<file path="src/rtl/ram_ctrl_pkg.sv">
// Shared types and default widths for the RAM access controller.
package ram_ctrl_pkg;

    localparam int DEF_DATA_WIDTH = 8;
    localparam int DEF_ADDR_WIDTH = 5;

    typedef enum logic [1:0] {
        IDLE,
        RD_WAIT,
        RSP,
        FILL
    } state_t;

endpackage

</file>
<file path="src/rtl/ram_fill_seq.sv">
// Fill address sequencer: walks every RAM word once and pulses done after the last one.
module ram_fill_seq
    import ram_ctrl_pkg::*;
#(
    parameter int ADDR_WIDTH = DEF_ADDR_WIDTH
) (
    input  logic                  clk,
    input  logic                  rst,
    input  logic                  start,
    output logic                  busy,
    output logic                  done,
    output logic                  last,
    output logic [ADDR_WIDTH-1:0] addr
);

    logic [ADDR_WIDTH-1:0] cnt_reg;
    logic                  busy_reg;
    logic                  done_reg;

    assign busy = busy_reg;
    assign done = done_reg;
    assign addr = cnt_reg;
    assign last = busy_reg && (cnt_reg == {ADDR_WIDTH{1'b1}});

    // The counter parks at zero once the top word is written, so it never wraps inside a fill.
    always_ff @(posedge clk) begin
        if (rst) begin
            cnt_reg  <= '0;
            busy_reg <= 1'b0;
            done_reg <= 1'b0;
        end else begin
            done_reg <= 1'b0;
            if (busy_reg) begin
                if (last) begin
                    busy_reg <= 1'b0;
                    done_reg <= 1'b1;
                    cnt_reg  <= '0;
                end else begin
                    cnt_reg <= cnt_reg + 1'b1;
                end
            end else if (start) begin
                busy_reg <= 1'b1;
                cnt_reg  <= '0;
            end
        end
    end

endmodule

</file>
<file path="src/rtl/ram_access_ctrl.sv">
// Sole initiator of a single-port synchronous RAM: request/response port plus a whole-array fill engine.
module ram_access_ctrl
    import ram_ctrl_pkg::*;
#(
    parameter int DATA_WIDTH = DEF_DATA_WIDTH,
    parameter int ADDR_WIDTH = DEF_ADDR_WIDTH
) (
    input  logic                  clk,
    input  logic                  rst,
    input  logic                  req_valid,
    output logic                  req_ready,
    input  logic                  req_we,
    input  logic [ADDR_WIDTH-1:0] req_addr,
    input  logic [DATA_WIDTH-1:0] req_wdata,
    output logic                  rsp_valid,
    input  logic                  rsp_ready,
    output logic [DATA_WIDTH-1:0] rsp_rdata,
    input  logic                  fill_start,
    input  logic [DATA_WIDTH-1:0] fill_value,
    output logic                  fill_busy,
    output logic                  fill_done,
    output logic [ADDR_WIDTH-1:0] ram_addr,
    output logic                  ram_we,
    output logic [DATA_WIDTH-1:0] ram_wdata,
    input  logic [DATA_WIDTH-1:0] ram_q
);

    state_t                state_reg;
    state_t                state_next;
    logic [ADDR_WIDTH-1:0] addr_reg;
    logic [DATA_WIDTH-1:0] fill_value_reg;
    logic                  rsp_valid_reg;
    logic [DATA_WIDTH-1:0] rsp_rdata_reg;
    logic                  fill_go;
    logic                  rd_accept;
    logic                  fill_last;
    logic [ADDR_WIDTH-1:0] fill_addr;

    ram_fill_seq #(
        .ADDR_WIDTH(ADDR_WIDTH)
    ) u_fill_seq (
        .clk  (clk),
        .rst  (rst),
        .start(fill_go),
        .busy (fill_busy),
        .done (fill_done),
        .last (fill_last),
        .addr (fill_addr)
    );

    assign rsp_valid = rsp_valid_reg;
    assign rsp_rdata = rsp_rdata_reg;

    always_comb begin
        state_next = state_reg;
        req_ready  = 1'b0;
        ram_we     = 1'b0;
        ram_addr   = addr_reg;
        ram_wdata  = req_wdata;
        fill_go    = 1'b0;
        rd_accept  = 1'b0;
        case (state_reg)
            IDLE: begin
                // Fill takes priority: a coincident request is neither accepted nor written.
                req_ready = ~fill_start;
                ram_addr  = req_addr;
                ram_we    = req_valid & req_we & ~fill_start;
                if (fill_start) begin
                    fill_go    = 1'b1;
                    state_next = FILL;
                end else if (req_valid && !req_we) begin
                    rd_accept  = 1'b1;
                    state_next = RD_WAIT;
                end
            end
            RD_WAIT: state_next = RSP;
            RSP: begin
                if (rsp_valid_reg && rsp_ready) begin
                    state_next = IDLE;
                end
            end
            FILL: begin
                ram_we    = 1'b1;
                ram_addr  = fill_addr;
                ram_wdata = fill_value_reg;
                if (fill_last) begin
                    state_next = IDLE;
                end
            end
            default: state_next = IDLE;
        endcase
        if (rst) begin
            ram_we = 1'b0;
        end
    end

    always_ff @(posedge clk) begin
        if (rst) begin
            state_reg      <= IDLE;
            addr_reg       <= '0;
            fill_value_reg <= '0;
            rsp_valid_reg  <= 1'b0;
            rsp_rdata_reg  <= '0;
        end else begin
            state_reg <= state_next;
            if (rd_accept) begin
                addr_reg <= req_addr;
            end
            if (fill_go) begin
                fill_value_reg <= fill_value;
            end
            // RAM q is valid during RD_WAIT because the address was registered on the accept edge.
            if (state_reg == RD_WAIT) begin
                rsp_valid_reg <= 1'b1;
                rsp_rdata_reg <= ram_q;
            end else if (state_reg == RSP && rsp_ready) begin
                rsp_valid_reg <= 1'b0;
            end
        end
    end

endmodule

</file>
<file path="config.mk">
export PLATFORM = sky130hd
export DESIGN_NAME = ram_access_ctrl
export DESIGN_NICKNAME = d
export VERILOG_FILES = /design/src/rtl/ram_ctrl_pkg.sv /design/src/rtl/ram_fill_seq.sv /design/src/rtl/ram_access_ctrl.sv
export SDC_FILE = /design/constraint.sdc
export NUM_CORES = 1
export LEC_CHECK = 0
export ABC_CLOCK_PERIOD_IN_PS = 1950
export CORE_ASPECT_RATIO = 0.8
export CORE_MARGIN = 5
export CORE_UTILIZATION = 42
export DETAILED_ROUTE_END_ITERATION = 10
export PLACE_DENSITY_LB_ADDON = 0.1
export SETUP_SLACK_MARGIN = 0.02
export SYNTH_ARGS = -nofsm -noshare
export SYNTH_HDL_FRONTEND = slang
export SYNTH_SLANG_ARGS = --single-unit
</file>
<file path="constraint.sdc">
create_clock -name clk -period 1.95 [get_ports clk]
set_input_delay 0.39 -clock clk [delete_from_list [all_inputs] [get_ports clk]]
set_output_delay 0.39 -clock clk [all_outputs]
set_load 0.005 [all_outputs]
</file>
# Yosys cells after proc, flatten, opt, wreduce, memory -nomap -nowiden
# Index checks and enable logic that the tools add are counted.
[op_classes]
n_addsub = 1
n_eq_ne = 7
n_mux = 24
n_bitwise = 4
n_reduce_logical = 10
[op_table]
columns = ["op", "count"]
rows = [
  ["5-bit 2-to-1 mux", 3],
  ["1-bit 2-to-1 mux", 13],
  ["5-bit case mux with 2 select lines", 1],
  ["2-bit 2-to-1 mux", 4],
  ["8-bit 2-to-1 mux", 1],
  ["2-bit case mux with 4 select lines", 1],
  ["5-bit by 1-bit adder with 5-bit output (second input constant)", 1],
  ["5-bit == test (second input constant)", 1],
  ["2-bit == test (second input constant)", 2],
  ["1-bit logical AND", 4],
  ["2-bit != test (second input constant)", 2],
  ["2-bit nonzero test", 2],
  ["3-bit != test (second input constant)", 1],
  ["3-bit AND reduction", 1],
  ["1-bit AND", 2],
  ["2-bit by 1-bit == test with 1-bit output (second input constant)", 1],
  ["2-bit logical NOT", 1],
  ["1-bit NOT", 2],
  ["1-bit case mux with 2 select lines", 1],
  ["2-bit OR reduction", 1],
  ["1-bit logical NOT", 1],
]
[totals]
regBits = 31
inputBits = 35
elab_cells = 54

# Depth between registers and ports, before layout
[logic_depth]
word_depth = 5
depth_mapped = 7

# By module
# Synthesis repeated with hierarchy kept, for this count alone.
[hier_totals]
hier_cells = 167
hier_area_um2 = 1516.5
[modules_own_cells]
columns = ["module", "n_inst", "cells_per_inst", "area_per_inst_um2"]
rows = [
  ["ram_access_ctrl", 1, 132, 1191.1],
  ["ram_fill_seq", 1, 35, 325.3],
]

# Worst setup path before layout
# Ideal clock, no wire load.
[synth_timing]
path_type = "register to register"
startpoint = "register u_fill_seq.cnt_reg[0] (netlist: u_fill_seq.addr[0])"
endpoint = "register state_reg[1]"
setup_ns = 0.123
arrival_time_ns = 1.662
required_time_ns = 1.827
setup_slack_ns = 0.165
stages_incl_launch_ff = 7
synth_period_minus_slack_ns = 1.785
cell_sequence = "dfxtp_1 > ha_1 > and3_1 > ha_1 > nand2_1 > a222oi_1 > mux2_1"
[synth_between]
elab_chain_len = 4
[synth_lines]
columns = ["element", "line_no", "rtl"]
rows = [
  ["from (decl)", "ram_fill_seq.sv:16", "logic [ADDR_WIDTH-1:0] cnt_reg;"],
  ["from (signal assigned)", "ram_fill_seq.sv:39", "cnt_reg <= cnt_reg + 1'b1;"],
  ["5-bit == test", "ram_fill_seq.sv:23", "assign last = busy_reg && (cnt_reg == {ADDR_WIDTH{1'b1}});"],
  ["1-bit logical AND", "ram_fill_seq.sv:23", ""],
  ["2-bit != test (no source line)", "-", ""],
  ["3-bit AND reduction (no source line)", "-", ""],
  ["to (signal assigned)", "ram_access_ctrl.sv:105", "state_reg <= state_next;"],
  ["to (decl)", "ram_access_ctrl.sv:28", "state_t state_reg;"],
]
# Every way passes these cells.
# A chain may end at the register's enable or synchronous reset.

# Worst setup path after layout
[layout_timing]
startpoint = "register state_reg[1]"
endpoint = "output ram_addr[1]"
[layout_between]
elab_chain_len = 2
elab_cells_between_ends = 3
[layout_lines]
columns = ["element", "line_no", "rtl"]
rows = [
  ["2-bit == test / 2-bit logical NOT (equally long branches)", "ram_access_ctrl.sv:62", "case (state_reg)"],
  ["5-bit case mux with 2 select lines (*)", "ram_access_ctrl.sv:62", ""],
  ["to (decl)", "ram_access_ctrl.sv:22", "output logic [ADDR_WIDTH-1:0] ram_addr,"],
]
# Every way passes the cells marked *; elsewhere a longest branch is shown, timed or not.

==> run metrics <==
Area after DPL=2215 µm²; largest area contributor in the netlist=dfxtp_1; top cells by area, synth=dfxtp_1 42%, mux2i_1 10%, nand2_1 6.9%; GRT Max-Usage Layer=met2; Final Setup Violations=0; Netlist cell types=28; reg2reg end=state_reg[1]; Pleak=0.0009424 µW; fin. max-slew vios=0; Clock Path Buffers=2; Setup WS pre-CTS=-0.2396 ns; M1 GR Usage=0.2051; final hold violation count=0; Worst VDD drop=723.2 µV; pin count of the biggest net entering global routing=34; first-pass GRT wire length=6879 µm; CTS Root Cell=clkbuf_8; Worst EP arrival=1.51 ns; status=complete, no violations; Hold Path Class=reg -> reg; Worst Path Class, Setup=reg -> out; post-synthesis mux area share=0.1703; final worst setup slack=0.05077 ns; #FFs+latches synth=31; Detailed Route Iter0 Violations=97; CP endpoint kind=primary output; grt met2 use=0.2949; Cell Pwr Density=1072 nW/µm²; fraction of the mapped netlist area in simple logic gates=0.2025; TritonCTS Buffers=5; Worst-Skew Late Latency=0.28 ns; WHS Path Cells=2; Detail Route Antenna Nets=0; Clk pwr share=0.188; setup_tns=0 ns; max_slew headroom=0.6073; count leader, synth=dfxtp_1; final RePlAce weighted congestion=0.7908; met3 GRT Util=0.06052; measured slew at the worst slew-check pin=0.5891 ns; IO Count=61; Clock transition at path regs=0.06 ns; Die Ht=63.03 µm; CP Launch Type=register; TritonCTS clock tree=yes; width of the die=76.29 µm; layout cells sized above 1=0.2099; Peak Freq=526.5 MHz; crit path max-delay cell type=dfxtp_4; area share of xor/xnor cells in the synthesized design=0; area grow syn2layout=62.63%; RR Startpoint=u_fill_seq.addr[0]; post-synth net total=210; Layout Nets=283; switching share of power=0.3352; ys async rst share=0; Pwr Total=2574 µW; RSZ-0062 raised after global routing=true; Yosys top cell area share=0.4203; ys flop type=dfxtp_1; core box area=3400 µm²; r2r setup slk=0.12 ns; # hold bufs at CTS=0; Synth Area in Compound Gates=0.1136; drt total wl=4252 µm; initial antenna violation count=0; CP required=1.56 ns; P_sw=862.8 µW; row cnt=19; Setup Skew=0.002131 ns; # clock sinks=31; commonest cells in the synthesized netlist=31 x dfxtp_1, 27 x nand2_1, 18 x nor2_1; Synth Area in Adders=0.05085; mapped cell area=1476 µm²; ANT cells=0; Int Pwr=1711 µW; Logic pwr share=0.485; via/cell ratio=4.968; wire per inst=14.92 µm; worst-case hold path end point=fill_value_reg[7]; synth warn=0; cells after synthesis=169; sequential fraction of the synthesis area=0.4203; period utilization=0.9740; initial core utilization=0.4343; Post-route DRC=0; Final Non-Filler Cells=285; IO Port Bufs=60; Mapped Avg Cell Area=8.736 µm²; Initial DRT Pass Iterations=4; HP Start=fill_value_reg[7]; main combinational cell family by area after synthesis=simple AND/OR/NAND/NOR gates; H-tree levels=2; Placed Instances=275; Period minus WS final=1.899 ns; Die Footprint=4808 µm²; worst reg2reg path depth=6; max-cap violations=0; vias post-DR=1,416; Largest stage delay, worst path=0.38 ns; Cell Chain, Critical Path=inv_2 > ha_4 > buf_6 > a22oi_2 > o21ai_1 > dlygate4sd2_1; Post-DP HPWL=3062 µm; number of flops mapped to enable cells by yosys=0; GR Overflow Total=0; GRT Total Usage=0.1753; sequential power share=0.327; vias in the first global route=1,456; Post-Layout Inst Area=2401 µm²; CP Max Fanout=6
==> cell usage in the layout, fill, tap and decap left out, types with 2 or more instances in the layout <==
cell and instances:
o21ai_1 4, clkbuf_8 5, nand3b_1 4, a21oi_1 14
buf_4 16, ha_1 4, o21ai_0 2, clkinv_2 3
mux2_2 7, nand2b_1 5, nor2_1 18, ha_4 2
nand2_1 27, dlygate4sd2_1 3, mux2i_1 15, dfxtp_1 29
a22oi_2 5, clkdlybuf4s50_1 45, dfxtp_4 2, nand3_1 2
clkdlybuf4s15_1 10
==> worst max-delay path by stage <==
stage | from | to | slack, ns | cells past startpoint
finish | state_reg[1] | ram_addr[1] | 0.05 | 6
global route | state_reg[1] | ram_addr[1] | -0.003 | 6
CTS | state_reg[0] | ram_addr[3] | 0.0005 | 6
detailed placement | fill_start | ram_we | -0.24 | 5
global placement | fill_start | ram_we | -0.17 | 5
floorplan | u_fill_seq.addr[0] | state_reg[1] | 0.16 | 6
==> worst max-delay path: cells and delay by family, from the launching register on <==
family | cells | cell delay, ns
AOI/OAI and AO/OA | 2 | 0.24
adders and majority gates | 1 | 0.16
DFF | 1 | 0.38
buffers and inverters | 3 | 0.45
==> per-layer routing <==
metal,vias to the layer above,share of wire
met3,7,0.046
met4,0,0.015
met5,-,0
li1,723,-
met1,654,0.44
met2,32,0.49
==> area by class of cell <==
class                           count  area (µm²)
Clock buffer                        5       68.82
Clock inverter                      3       15.01
Fill cell                         274       998.5
Inverter                            2       10.01
Multi-Input combinational cell    123       863.3
Sequential cell                    31       628.1
Tap cell                           42       52.55
Timing Repair Buffer               79       763.2
==> cell families (layout without fill, tap and decap cells) <==
logic type | after synthesis | after routing
buffers and inverters | 15 | 89
multiplexers | 24 | 24
flip-flops | 31 | 31
AND/OR/NAND/NOR | 64 | 64
AO/OA/AOI/OAI | 29 | 29
adder cells (fa/ha/maj) | 6 | 6
==> per-stage QoR <==
stage,hold slack [ns],utilization
detailed placement,0.4491,0.6515
CTS,0.4581,0.6875
global placement,0.4387,0.6515
global route,0.4863,0.7063
finish,0.4553,0.7063
floorplan,0.4329,-
==> power groups by stage <==
stage / registers [µW] / clock network [µW] / logic, µW
after floorplan: 812 / 0 / 559
after CTS: 834 / 493 / 1180
final: 841 / 485 / 1250
after global routing: 858 / 524 / 1370
after global placement: 817 / 0 / 1130
after detailed placement: 826 / 0 / 1160
==> repair_timing <==
item,in CTS,in global routing
resized for setup,30,25
gates cloned,0,1
endpoints found under the setup margin,15,15
buffers inserted,0,1
pin swaps,0,4
(Power assumes the default switching activity.)
